<file path="config.mk">
export PLATFORM = sky130hd
export DESIGN_NAME = crypto_round_ctrl
export DESIGN_NICKNAME = d
export VERILOG_FILES = /design/src/rtl/crypto_round_ctrl.sv
export SDC_FILE = /design/constraint.sdc
export NUM_CORES = 1
export LEC_CHECK = 0
export BUFFER_PORTS_ARGS = -buffer_cell sky130_fd_sc_hd__buf_2
export CAP_MARGIN = 30
export CORE_MARGIN = 2
export CORE_UTILIZATION = 59
export CTS_CLUSTER_SIZE = 24
export DETAILED_ROUTE_END_ITERATION = 8
export PLACE_DENSITY = 0.86
export SLEW_MARGIN = 20
export SYNTH_ARGS = -nofsm -noshare
export SYNTH_HDL_FRONTEND = slang
export SYNTH_SLANG_ARGS = --single-unit
</file>
<file path="constraint.sdc">
create_clock -name clk -period 3.4 [get_ports clk]
set_clock_uncertainty 0.05 [all_clocks]
set_input_delay 0.68 -clock clk [delete_from_list [all_inputs] [get_ports clk]]
set_output_delay 0.68 -clock clk [all_outputs]
set_load 0.005 [all_outputs]
</file>
<file path="src/rtl/crypto_round_ctrl.sv">
// Eleven-round 8-bit keyed permutation controller: encrypt runs rounds 0..10, decrypt runs 10..0.
// Optional abort input is enabled by defining CRYPTO_ROUND_CTRL_ABORT_EN.
module crypto_round_ctrl (
    input  logic       clk,
    input  logic       rst,
    input  logic       start,
    input  logic       mode,
    input  logic [7:0] in_key,
    input  logic [7:0] din,
`ifdef CRYPTO_ROUND_CTRL_ABORT_EN
    input  logic       abort,
`endif
    output logic [7:0] dout,
    output logic       busy,
    output logic       done,
    output logic [3:0] round_idx
);

    typedef enum logic [1:0] {StIdle, StRun, StDone} state_t;

    state_t     r_state;
    logic [7:0] r_s;
    logic [7:0] r_key;
    logic       r_mode;
    logic [3:0] r_idx;
    logic [7:0] r_dout;
    logic       r_busy;
    logic       r_done;

    logic [7:0] w_rk;
    logic [7:0] w_x;
    logic [7:0] w_enc;
    logic [7:0] w_dec;
    logic [7:0] w_next;
    logic       w_last;
    logic       w_abort;

`ifdef CRYPTO_ROUND_CTRL_ABORT_EN
    assign w_abort = abort;
`else
    assign w_abort = 1'b0;
`endif

    always_comb begin
        w_rk = r_key;
        case (r_idx)
            4'd0:    w_rk = r_key;
            4'd1:    w_rk = {r_key[6:0], r_key[7]};
            4'd2:    w_rk = r_key ^ 8'hAA;
            4'd3:    w_rk = {r_key[0], r_key[7:1]};
            4'd4:    w_rk = ~r_key;
            4'd5:    w_rk = r_key + 8'h1F;
            4'd6:    w_rk = r_key - 8'h1F;
            4'd7:    w_rk = {r_key[3:0], r_key[7:4]};
            4'd8:    w_rk = r_key ^ 8'h55;
            4'd9:    w_rk = {r_key[5:0], r_key[7:6]};
            4'd10:   w_rk = {r_key[6:0], r_key[7]};
            default: w_rk = r_key;
        endcase
    end

    always_comb begin
        w_x    = r_s ^ w_rk;
        w_enc  = {w_x[6:0], w_x[7]};
        w_dec  = {r_s[0], r_s[7:1]} ^ w_rk;
        w_next = r_mode ? w_dec : w_enc;
        // Decrypt walks the key schedule backwards, so its final round is index 0.
        w_last = r_mode ? (r_idx == 4'd0) : (r_idx == 4'd10);
    end

    always_ff @(posedge clk or posedge rst) begin
        if (rst) begin
            r_state <= StIdle;
            r_s     <= 8'h00;
            r_key   <= 8'h00;
            r_mode  <= 1'b0;
            r_idx   <= 4'd0;
            r_dout  <= 8'h00;
            r_busy  <= 1'b0;
            r_done  <= 1'b0;
        end else begin
            case (r_state)
                StIdle: begin
                    r_done <= 1'b0;
                    if (start) begin
                        r_s     <= din;
                        r_key   <= in_key;
                        r_mode  <= mode;
                        r_idx   <= mode ? 4'd10 : 4'd0;
                        r_busy  <= 1'b1;
                        r_state <= StRun;
                    end
                end
                StRun: begin
                    if (w_abort) begin
                        r_state <= StIdle;
                        r_busy  <= 1'b0;
                        r_idx   <= 4'd0;
                    end else begin
                        r_s <= w_next;
                        if (w_last) begin
                            r_state <= StDone;
                            r_dout  <= w_next;
                            r_done  <= 1'b1;
                            r_busy  <= 1'b0;
                            r_idx   <= 4'd0;
                        end else if (r_mode) begin
                            r_idx <= r_idx - 4'd1;
                        end else begin
                            r_idx <= r_idx + 4'd1;
                        end
                    end
                end
                StDone: begin
                    r_done  <= 1'b0;
                    r_state <= StIdle;
                end
                default: begin
                    r_state <= StIdle;
                    r_busy  <= 1'b0;
                    r_done  <= 1'b0;
                    r_idx   <= 4'd0;
                end
            endcase
        end
    end

    assign dout      = r_dout;
    assign busy      = r_busy;
    assign done      = r_done;
    assign round_idx = r_idx;

endmodule

</file>
# After elaboration in Yosys (flattened, before gate mapping)
# Cells that the tools add are included.
# W data, S select, Z words.
dict set report word_totals {
  register_bits 33
  in_bits 20
  out_inout_bits 14
  word_cells 60
}
dict set report op_classes {
  n_addsub 4
  eq_ne 14
  n_mux 18
  bitwise_logic 6
  n_reduce_logical 10
}
# operator n
set ops {}
lappend ops {{$pmux W8 S9} 1}
lappend ops {{$eq A4 B3 Y1 const B} 4}
lappend ops {{$mux W4} 4}
lappend ops {{$mux W8} 2}
lappend ops {{$pmux W8 S2} 1}
lappend ops {{$xor A8 B8 Y8} 2}
lappend ops {{$eq A4 B4 Y1 const B} 3}
lappend ops {{$pmux W4 S3} 1}
lappend ops {{$reduce_and A2 Y1} 5}
lappend ops {{$add A8 B5 Y8 const B} 1}
lappend ops {{$eq A4 B2 Y1 const B} 2}
lappend ops {{$not A4 Y4} 2}
lappend ops {{$not A8 Y8} 1}
lappend ops {{$sub A8 B5 Y8 const B} 1}
lappend ops {{$mux W1} 5}
lappend ops {{$add A4 B1 Y4 const B} 1}
lappend ops {{$eq A4 B1 Y1 const B} 1}
lappend ops {{$logic_not A4 Y1} 1}
lappend ops {{$mux W2} 2}
lappend ops {{$ne A2 B2 Y1 const B} 2}
lappend ops {{$pmux W2 S2} 1}
lappend ops {{$sub A4 B1 Y4 const B} 1}
lappend ops {{$pmux W1 S3} 1}
lappend ops {{$reduce_and A3 Y1} 1}
lappend ops {{6 further kinds} 6}

# Logic depth before layout (Yosys ltp)
# Gate-level depths: netlist of run 1.
dict set report logic_depth {
  word_depth 6
  ltp_mapped 12
}

# Worst setup path before layout of run 1
# Ideal clock, no wire load.
dict set report synth_timing {
  kind {register -> register}
  from {register r_idx[0], in the netlist round_idx[0]}
  to {register r_dout[7], in the netlist dout[7]}
  setup_ns 0.082
  t_arrival_ns 2.906
  t_required_ns 3.268
  slack_ns 0.362
  stages_incl_launch_ff 13
  path_buffers 0
  synth_period_minus_slack_ns 3.038
  path_cell_list {dfrtp_1 inv_1 ha_1 nand3b_4 inv_1 fa_1 nor2b_1 o31ai_1 a211oi_1 mux2_2 o21a_1 or3_1 a31oi_1}
}
dict set report synth_between {
  elab_chain_len 5
  elab_cells_between_ends 18
}
# item line
set synth_lines {}
lappend synth_lines {{start: declaration} 25} ;# logic [3:0] r_idx;
lappend synth_lines {{start signal: assignment} 89} ;# r_idx <= mode ? 4'd10 : 4'd0;
lappend synth_lines {{start signal: assignment} 108} ;# r_idx <= r_idx - 4'd1;
lappend synth_lines {{start signal: assignment} 110} ;# r_idx <= r_idx + 4'd1;
lappend synth_lines {{$eq A4 B4 Y1 or $eq A4 B1 Y1 (tied branches)} {46, 68}}
lappend synth_lines {{$reduce_or A2 Y1 (no line)} -}
lappend synth_lines {{$pmux W8 S9} 46} ;# case (r_idx)
lappend synth_lines {{$xor A8 B8 Y8, on equally long branches} {63, 65}}
lappend synth_lines {{$mux W8} 66} ;# w_next = r_mode ? w_dec : w_enc;
lappend synth_lines {{end signal: assignment} 103} ;# r_dout <= w_next;
lappend synth_lines {{end: declaration} 26} ;# logic [7:0] r_dout;
# Parallel ways exist; a longest one is shown, timed or not.
# A chain may end at the register's enable or synchronous reset.

# Worst setup path after layout of run 1
dict set report layout_timing {
  from {register r_idx[0], in the netlist round_idx[0]}
  to {register r_s[7]}
}
dict set report layout_between {
  elab_chain_len 6
  elab_cells_between_ends 16
}
# item line
set layout_lines {}
lappend layout_lines {{$eq A4 B4 Y1 or $eq A4 B1 Y1 (tied branches)} 46}
lappend layout_lines {{$reduce_or A2 Y1 (no line)} -}
lappend layout_lines {{$pmux W8 S9 (*)} 46}
lappend layout_lines {{$xor A8 B8 Y8, on equally long branches} {63, 65}}
lappend layout_lines {{$mux W8 (*)} 66}
lappend layout_lines {{$pmux W8 S2 (*)} 82} ;# case (r_state)
lappend layout_lines {{end signal: assignment} 86} ;# r_s <= din;
lappend layout_lines {{end signal: assignment} 100} ;# r_s <= w_next;
lappend layout_lines {{end: declaration} 22} ;# logic [7:0] r_s;
# Every way passes the cells marked *; elsewhere a longest branch is shown, timed or not.

==> metrics.md, run 1 <==
| Metric | Value |
|---|---|
| Status | finished, final reports clean |
| Final-report hold violation count | 0 |
| 1st-pass router iterations | 5 |
| Synth Warn # | 0 |
| Core area | 4660 um2 |
| Ys flop type | dfrtp_1 |
| CP Cell Sequence | inv_1 > ha_1 > nand3b_4 > ha_1 > a21oi_1 > a21oi_1 > a311oi_2 > or3_1 > a31oi_1 > mux2_1 > o211ai_1 |
| Ys async rst share | 100% |
| R2R Path Start | round_idx[0]$_DFFE_PP0P_ |
| Row cnt | 25 |
| Commonest non-fill, non-tap cell in the layout | nand2_1 |
| # IOs | 34 |
| Cts-stage hold buffer count | 0 |
| Via density | 6.58 |
| Final instance area | 3080 um2 |
| Nets | 401 |
| Worst Reg2Reg Path Length in Cells | 11 |
| Total number of vias | 2771 |
| Multi-input combinational cell area | 1840 um2 |
| Cell Area, Placed | 3000 um2 |
| Detailed-placement wirelength estimate | 5350 um |
| Port bufs | 33 |
| Reg2reg end | r_s[7]$_DFFE_PP0P_ |
| Sequential-to-total area share from yosys stat | 29.3% |
| Mapped Cells | 341 |
| Most frequent cells in the layout | nand2_1, buf_2, dfrtp_1, nor2_1, a21oi_1 |
| Congestion Overflow GR | 0 |
| Critical Path Fanout Max | 12 |
| Post-DRT Antenna Nets | 0 |
| Clock Latency Late Sink | 0.28 ns |
| Unrepaired setup endpoints after global routing | no |
| Core Util, Final | 66.1% |
| Top delay family on crit path | compound AO/OA/AOI/OAI gates |
| Initial Util | 60.5% |
| Final setup viols | 0 |
| TNS Setup | 0 ns |
| CP Launch Type | flop |
| Req. time, crit path | 3.55 ns |
| # Max-Cap Violations | 0 |
| Power Density | 1180 nW/um2 |
| Post-synth EDFFs | 0 |
| Area Overhead vs Synth | 9.22% |
| CTS tree | built |
| Largest net degree at the start of global routing | 34 |
| Total setup buffers inserted after CTS | 0 |
| Clock tree buffer depth | 2 |
| Worst slack, placed | 0.214 ns |
| Setup crit end kind | flop |
| #FFs+latches synth | 33 |
| Leak Pwr | 1.36 nW |
| Fin worst setup slack | 0.236 ns |
| Crit path buf inv count | 1 |
| CP max-delay cell | dfrtp_2 |
| Slew @ Worst Pin | 0.580 ns |
| Fmax achieved | 0.316 GHz |
| First-pass GRT wire length | 12400 um |
| CTS sink cnt | 33 |
| Critical path endpoint | r_s[7]$_DFFE_PP0P_ |
| Wire length on met1 | 2980 um |
| Hold Path Class | in -> async |
| Initial antenna violation count | 0 |
| Critical Path Max Stage Delay | 0.45 ns |
| Synth Area per Inst | 8.27 um2 |
| Setup CP Type | reg -> reg |
| Height of the die | 73.2 um |
| Die ar. | 5350 um2 |
| Area of the mapped netlist | 2820 um2 |
| Crit share post-route | 93.1% |
| Fraction of layout cells with a size suffix above 1 | 17.7% |
| WP data arrival | 3.31 ns |
| Vias in the first global route | 2725 |
| Reg2Reg Setup Slack | 0.24 ns |
| WHS | 0.414 ns |
| Die width | 73.2 um |
| Metal3 WL | 671 um |
| Routability congestion estimate | 0.940 |
| Synth Net Count | 374 |
| 1st-iter DRT viols | 371 |
| Number of distinct library cells after synthesis | 60 |
| Power, Total | 3.64 mW |
| Diode count | 0 |
| CTS clk-pin slew, worst paths | 0.07 ns |
| Placed insts | 415 |
| Critical path origin | round_idx[0]$_DFFE_PP0P_ |
| TritonCTS buffer count | 5 |
| Maximum vdd drop | 0.646 mV |
| Slew headroom | 61.3% |
| Tot GR Track Use | 30.1% |
| Post-route DRC violation count | 0 |
| Aggregate routed wire length | 7460 um |
| Clk root buf | clkbuf_8 |
| Number of fill cells | 386 |
| Max-slew violations | 0 |
| Routed len/inst | 17.7 um |
| Fin crit period | 3.16 ns |
| Total area of sequential cells | 827 um2 |
| Highest routed layer | met4 |
| Metal2 WL | 3660 um |
| Critical path depth | 11 |
| Post-Layout Cell Count | 421 |
| H-tree depth | 2 |
routing by layer:
metal / up-vias / global-route usage, %
met4: 0 / 13.4
met2: 143 / 49.0
met5: - / 0
met1: 1305 / 38.6
li1: 1299 / -
met3: 24 / 5.94
worst min-delay path by stage:
stage / cells after the start / endpoint
2_1_floorplan: 2 / dout[1]$_DFFE_PP0P_
3_3_place_gp: 1 / busy$_DFFE_PP0P_
4_1_cts: 3 / dout[0]$_DFFE_PP0P_
5_1_grt: 2 / dout[3]$_DFFE_PP0P_
6_report: 3 / done$_DFFE_PP0N_
3_5_place_dp: 1 / busy$_DFFE_PP0P_
state kept, by name (all words and copies together), names as in the netlist:
name       count
done           1
dout           8
r_state        2
r_s            8
round_idx      4
busy           1
r_mode         1
r_key          8
where the power goes:
part / switching (mW) / total [mW] / leakage [nW] / internal, mW
clock network: 0.140 / 0.275 / 0.0399 / 0.135
registers: 0.333 / 0.923 / 0.403 / 0.590
logic: 1.39 / 2.44 / 0.920 / 1.05
total: 1.86 / 3.64 / 1.36 / 1.78
cell type report:
type                    count  area share [%]
repair buffers             42            7.55
well taps                  54            2.19
inverters                  12            1.46
flip-flops and latches     33            26.8
clock buffers               5            2.23
multi-input cells         274            59.6
clock inverters             1           0.162
repair_timing:
item                                    in CTS  in global routing
endpoints found under the hold margin        0                  0
endpoints found under the setup margin       0                  3
gates resized for setup                      0                  2
worst register-to-register path: stages (launching register included):
cell	delay, ns
dfrtp_2	0.45
inv_1	0.15
ha_1	0.23
nand3b_4	0.19
ha_1	0.38
a21oi_1	0.10
a21oi_1	0.25
a311oi_2	0.07
or3_1	0.38
a31oi_1	0.29
mux2_1	0.38
o211ai_1	0.16
synthesized netlist by cell type, drive strengths merged, types with 3 or more instances:
| master | n | area share, % |
|---|---|---|
| xnor2 | 7 | 2.2 |
| o22ai | 3 | 0.67 |
| nand3b | 4 | 1.5 |
| xor2 | 9 | 2.8 |
| clkbuf | 10 | 1.3 |
| inv | 12 | 1.6 |
| nand3 | 8 | 1.4 |
| a221oi | 4 | 1.2 |
| o2bb2ai | 3 | 0.93 |
| dfrtp | 33 | 29 |
| buf | 12 | 3.0 |
| o211ai | 5 | 1.3 |
| a21o | 3 | 0.80 |
| mux2 | 9 | 3.6 |
| or3 | 7 | 1.6 |
| o21ai | 29 | 5.1 |
| ha | 12 | 5.3 |
| nor2b | 11 | 2.4 |
| nor2 | 30 | 4.1 |
| nand2 | 34 | 4.5 |
| mux2i | 9 | 3.3 |
| o21a | 4 | 1.1 |
| a2111o | 3 | 1.2 |
| o22a | 3 | 0.93 |
| a22oi | 6 | 1.6 |
| nand2b | 6 | 1.3 |
| nor3 | 4 | 0.71 |
| a21oi | 21 | 3.7 |
| a31oi | 11 | 2.7 |
kinds of logic after synthesis:
logic type,count (synthesis),synth area share [%]
AOI/OAI and AO/OA,111,26.3
adders and majority gates,13,6.03
DFF,33,29.3
buffers and inverters,34,5.90
muxes,18,6.92
and+or+nand+nor,116,20.6
xor gates and xnor gates,16,4.97
Note: power is estimated with default switching activity, not from simulation.
==> inputs of run 2 (changes only) <==
Clock period 3.4 ns to 3.45 ns, I/O delays scaled along.
==> metrics.md, run 2 (synthesis results as in run 1) <==
| Metric | Value |
|---|---|
| Core area | 4660 um2 (unchanged) |
| Worst slack, placed | 0.272 ns (+0.0579 ns) |
| Total setup buffers inserted after CTS | 0 (unchanged) |
| Leak Pwr | 1.36 nW (-0.55%) |
| # IOs | 34 (unchanged) |
| Hold Path Class | in -> async |
| Post-DRT Antenna Nets | 0 (unchanged) |
| Cell Area, Placed | 2990 um2 (-0.25%) |
| Fraction of layout cells with a size suffix above 1 | 17.1% (-0.59 points) |
| CTS clk-pin slew, worst paths | 0.07 ns (about the same) |
| Largest net degree at the start of global routing | 34 (unchanged) |
| Power Density | 1170 nW/um2 (-0.94%) |
| Area Overhead vs Synth | 9.09% |
| WP data arrival | 3.36 ns (+0.05 ns) |
| Congestion Overflow GR | 0 (unchanged) |
| CTS tree | built |
| Number of fill cells | 395 (+2.3%) |
| Clock tree buffer depth | 2 (unchanged) |
| Initial Util | 60.5% (unchanged) |
| Cts-stage hold buffer count | 0 (unchanged) |
| Tot GR Track Use | 30.6% (+0.48 points) |
| Aggregate routed wire length | 7610 um (+2.0%) |
| Setup crit end kind | flop |
| Clk root buf | clkbuf_8 |
| Total number of vias | 2786 (+0.54%) |
| Via density | 6.60 (+0.30%) |
| Fin worst setup slack | 0.246 ns (+0.0105 ns) |
| H-tree depth | 2 (unchanged) |
| CTS sink cnt | 33 (unchanged) |
| Resized cells post-CTS | 0 (unchanged) |
| Most frequent cells in the layout | nand2_1, buf_2, dfrtp_1, nor2_1, a21oi_1 |
| Final setup viols | 0 (unchanged) |
| Die width | 73.2 um (unchanged) |
| Vias in the first global route | 2617 (-4.0%) |
| Detailed-placement wirelength estimate | 5440 um (+1.8%) |
| Status | finished, final reports clean |
| Maximum vdd drop | 0.605 mV (-6.4%) |
| Initial antenna violation count | 0 (unchanged) |
| Port bufs | 33 (unchanged) |
| First-pass GRT wire length | 12700 um (+1.7%) |
| 1st-iter DRT viols | 291 (-22%) |
| Routed len/inst | 18.0 um (+1.8%) |
| TNS Setup | 0 ns (unchanged) |
| Req. time, crit path | 3.61 ns (+0.06 ns) |
| Final instance area | 3080 um2 (-0.12%) |
| Die ar. | 5350 um2 (unchanged) |
| Fmax achieved | 0.312 GHz (-1.2%) |
| Reg2Reg Setup Slack | 0.25 ns (about the same) |
| Reg2reg end | dout[7]$_DFFE_PP0P_ |
| Fin crit period | 3.20 ns (+0.0395 ns) |
| Slew headroom | 61.6% (+0.29 points) |
| Critical Path Fanout Max | 12 (unchanged) |
| 1st-pass router iterations | 6 (+1) |
| Post-route DRC violation count | 0 (unchanged) |
| Nets | 400 (-0.25%) |
| Slew @ Worst Pin | 0.575 ns (-0.00441 ns) |
| Diode count | 0 (unchanged) |
| Max-slew violations | 0 (unchanged) |
| CP Launch Type | flop |
| Final-report hold violation count | 0 (unchanged) |
| Routability congestion estimate | 0.928 (-1.2%) |
| TritonCTS buffer count | 5 (unchanged) |
| Unrepaired setup endpoints after global routing | no |
| R2R Path Start | round_idx[0]$_DFFE_PP0P_ |
| Row cnt | 25 (unchanged) |
| Worst Reg2Reg Path Length in Cells | 11 (unchanged) |
| Commonest non-fill, non-tap cell in the layout | nand2_1 |
| Setup CP Type | reg -> reg |
| # Max-Cap Violations | 0 (unchanged) |
| Clock Latency Late Sink | 0.29 ns (about the same) |
| Height of the die | 73.2 um (unchanged) |
| Crit share post-route | 92.9% (-0.20 points) |
[run 2: cell types whose count changed in the layout (fill, tap and decap cells not counted)]
cell	before	now
buf_4	9	8
clkinv_2	1	0
clkinvlp_4	0	1
a311oi_1	0	1
clkbuf_1	0	2
a311oi_2	1	0
[run 2: final cells by class]
cell class | instances | area (um2) | area share [%]
Clock buffer | 7 | 76.3 | 2.48
Clock inverter | 1 | 7.51 | 0.244
Inverter | 12 | 45.0 | 1.46
Multi-Input combinational cell | 274 | 1830 | 59.4
Sequential cell | 33 | 827 | 26.9
Tap cell | 54 | 67.6 | 2.20
Timing Repair Buffer | 41 | 225 | 7.32
[run 2: power by group]
part	switching, mW	leakage, nW	internal (mW)	total [mW]
sequential	0.351	0.403	0.581	0.932
combinational	1.35	0.914	1.03	2.38
clock	0.147	0.0385	0.143	0.290
total	1.85	1.36	1.75	3.60
[run 2: worst max path at each step]
stage	startpoint	end	depth (start not counted)
2_1_floorplan	round_idx[0]$_DFFE_PP0P_	dout[7]$_DFFE_PP0P_	12
3_3_place_gp	round_idx[0]$_DFFE_PP0P_	dout[7]$_DFFE_PP0P_	12
3_5_place_dp	round_idx[0]$_DFFE_PP0P_	dout[7]$_DFFE_PP0P_	12
4_1_cts	round_idx[0]$_DFFE_PP0P_	dout[7]$_DFFE_PP0P_	12
5_1_grt	round_idx[0]$_DFFE_PP0P_	r_s[7]$_DFFE_PP0P_	11
6_report	round_idx[0]$_DFFE_PP0P_	dout[7]$_DFFE_PP0P_	11
[run 2: layer usage]
metal,vias up,share of wire (%),GRT usage (%)
met5,-,0,0
met4,0,3.3,13.4
met3,32,8.1,4.56
met2,151,47,49.3
met1,1304,41,40.6
li1,1299,-,-
[run 2: critical path, cell delays in order (launching register included)]
cell and delay, ns:
dfrtp_2 0.44, inv_1 0.16, ha_1 0.23, nand3b_4 0.18
ha_1 0.38, a21oi_1 0.26, a21oi_1 0.14, a311oi_1 0.26
o21ai_0 0.15, a31oi_1 0.28, mux2_1 0.39, a31oi_1 0.19
[run 2: metrics by stage]
step	instances	hold slack (ns)	power, mW	util, %
global placement	414	0.408	3.17	64.2
finish	422	0.422	3.60	66.0
CTS	422	0.428	3.55	66.0
floorplan	341	0.423	2.67	-
global route	422	0.446	3.90	66.0
detailed placement	414	0.412	3.25	64.2
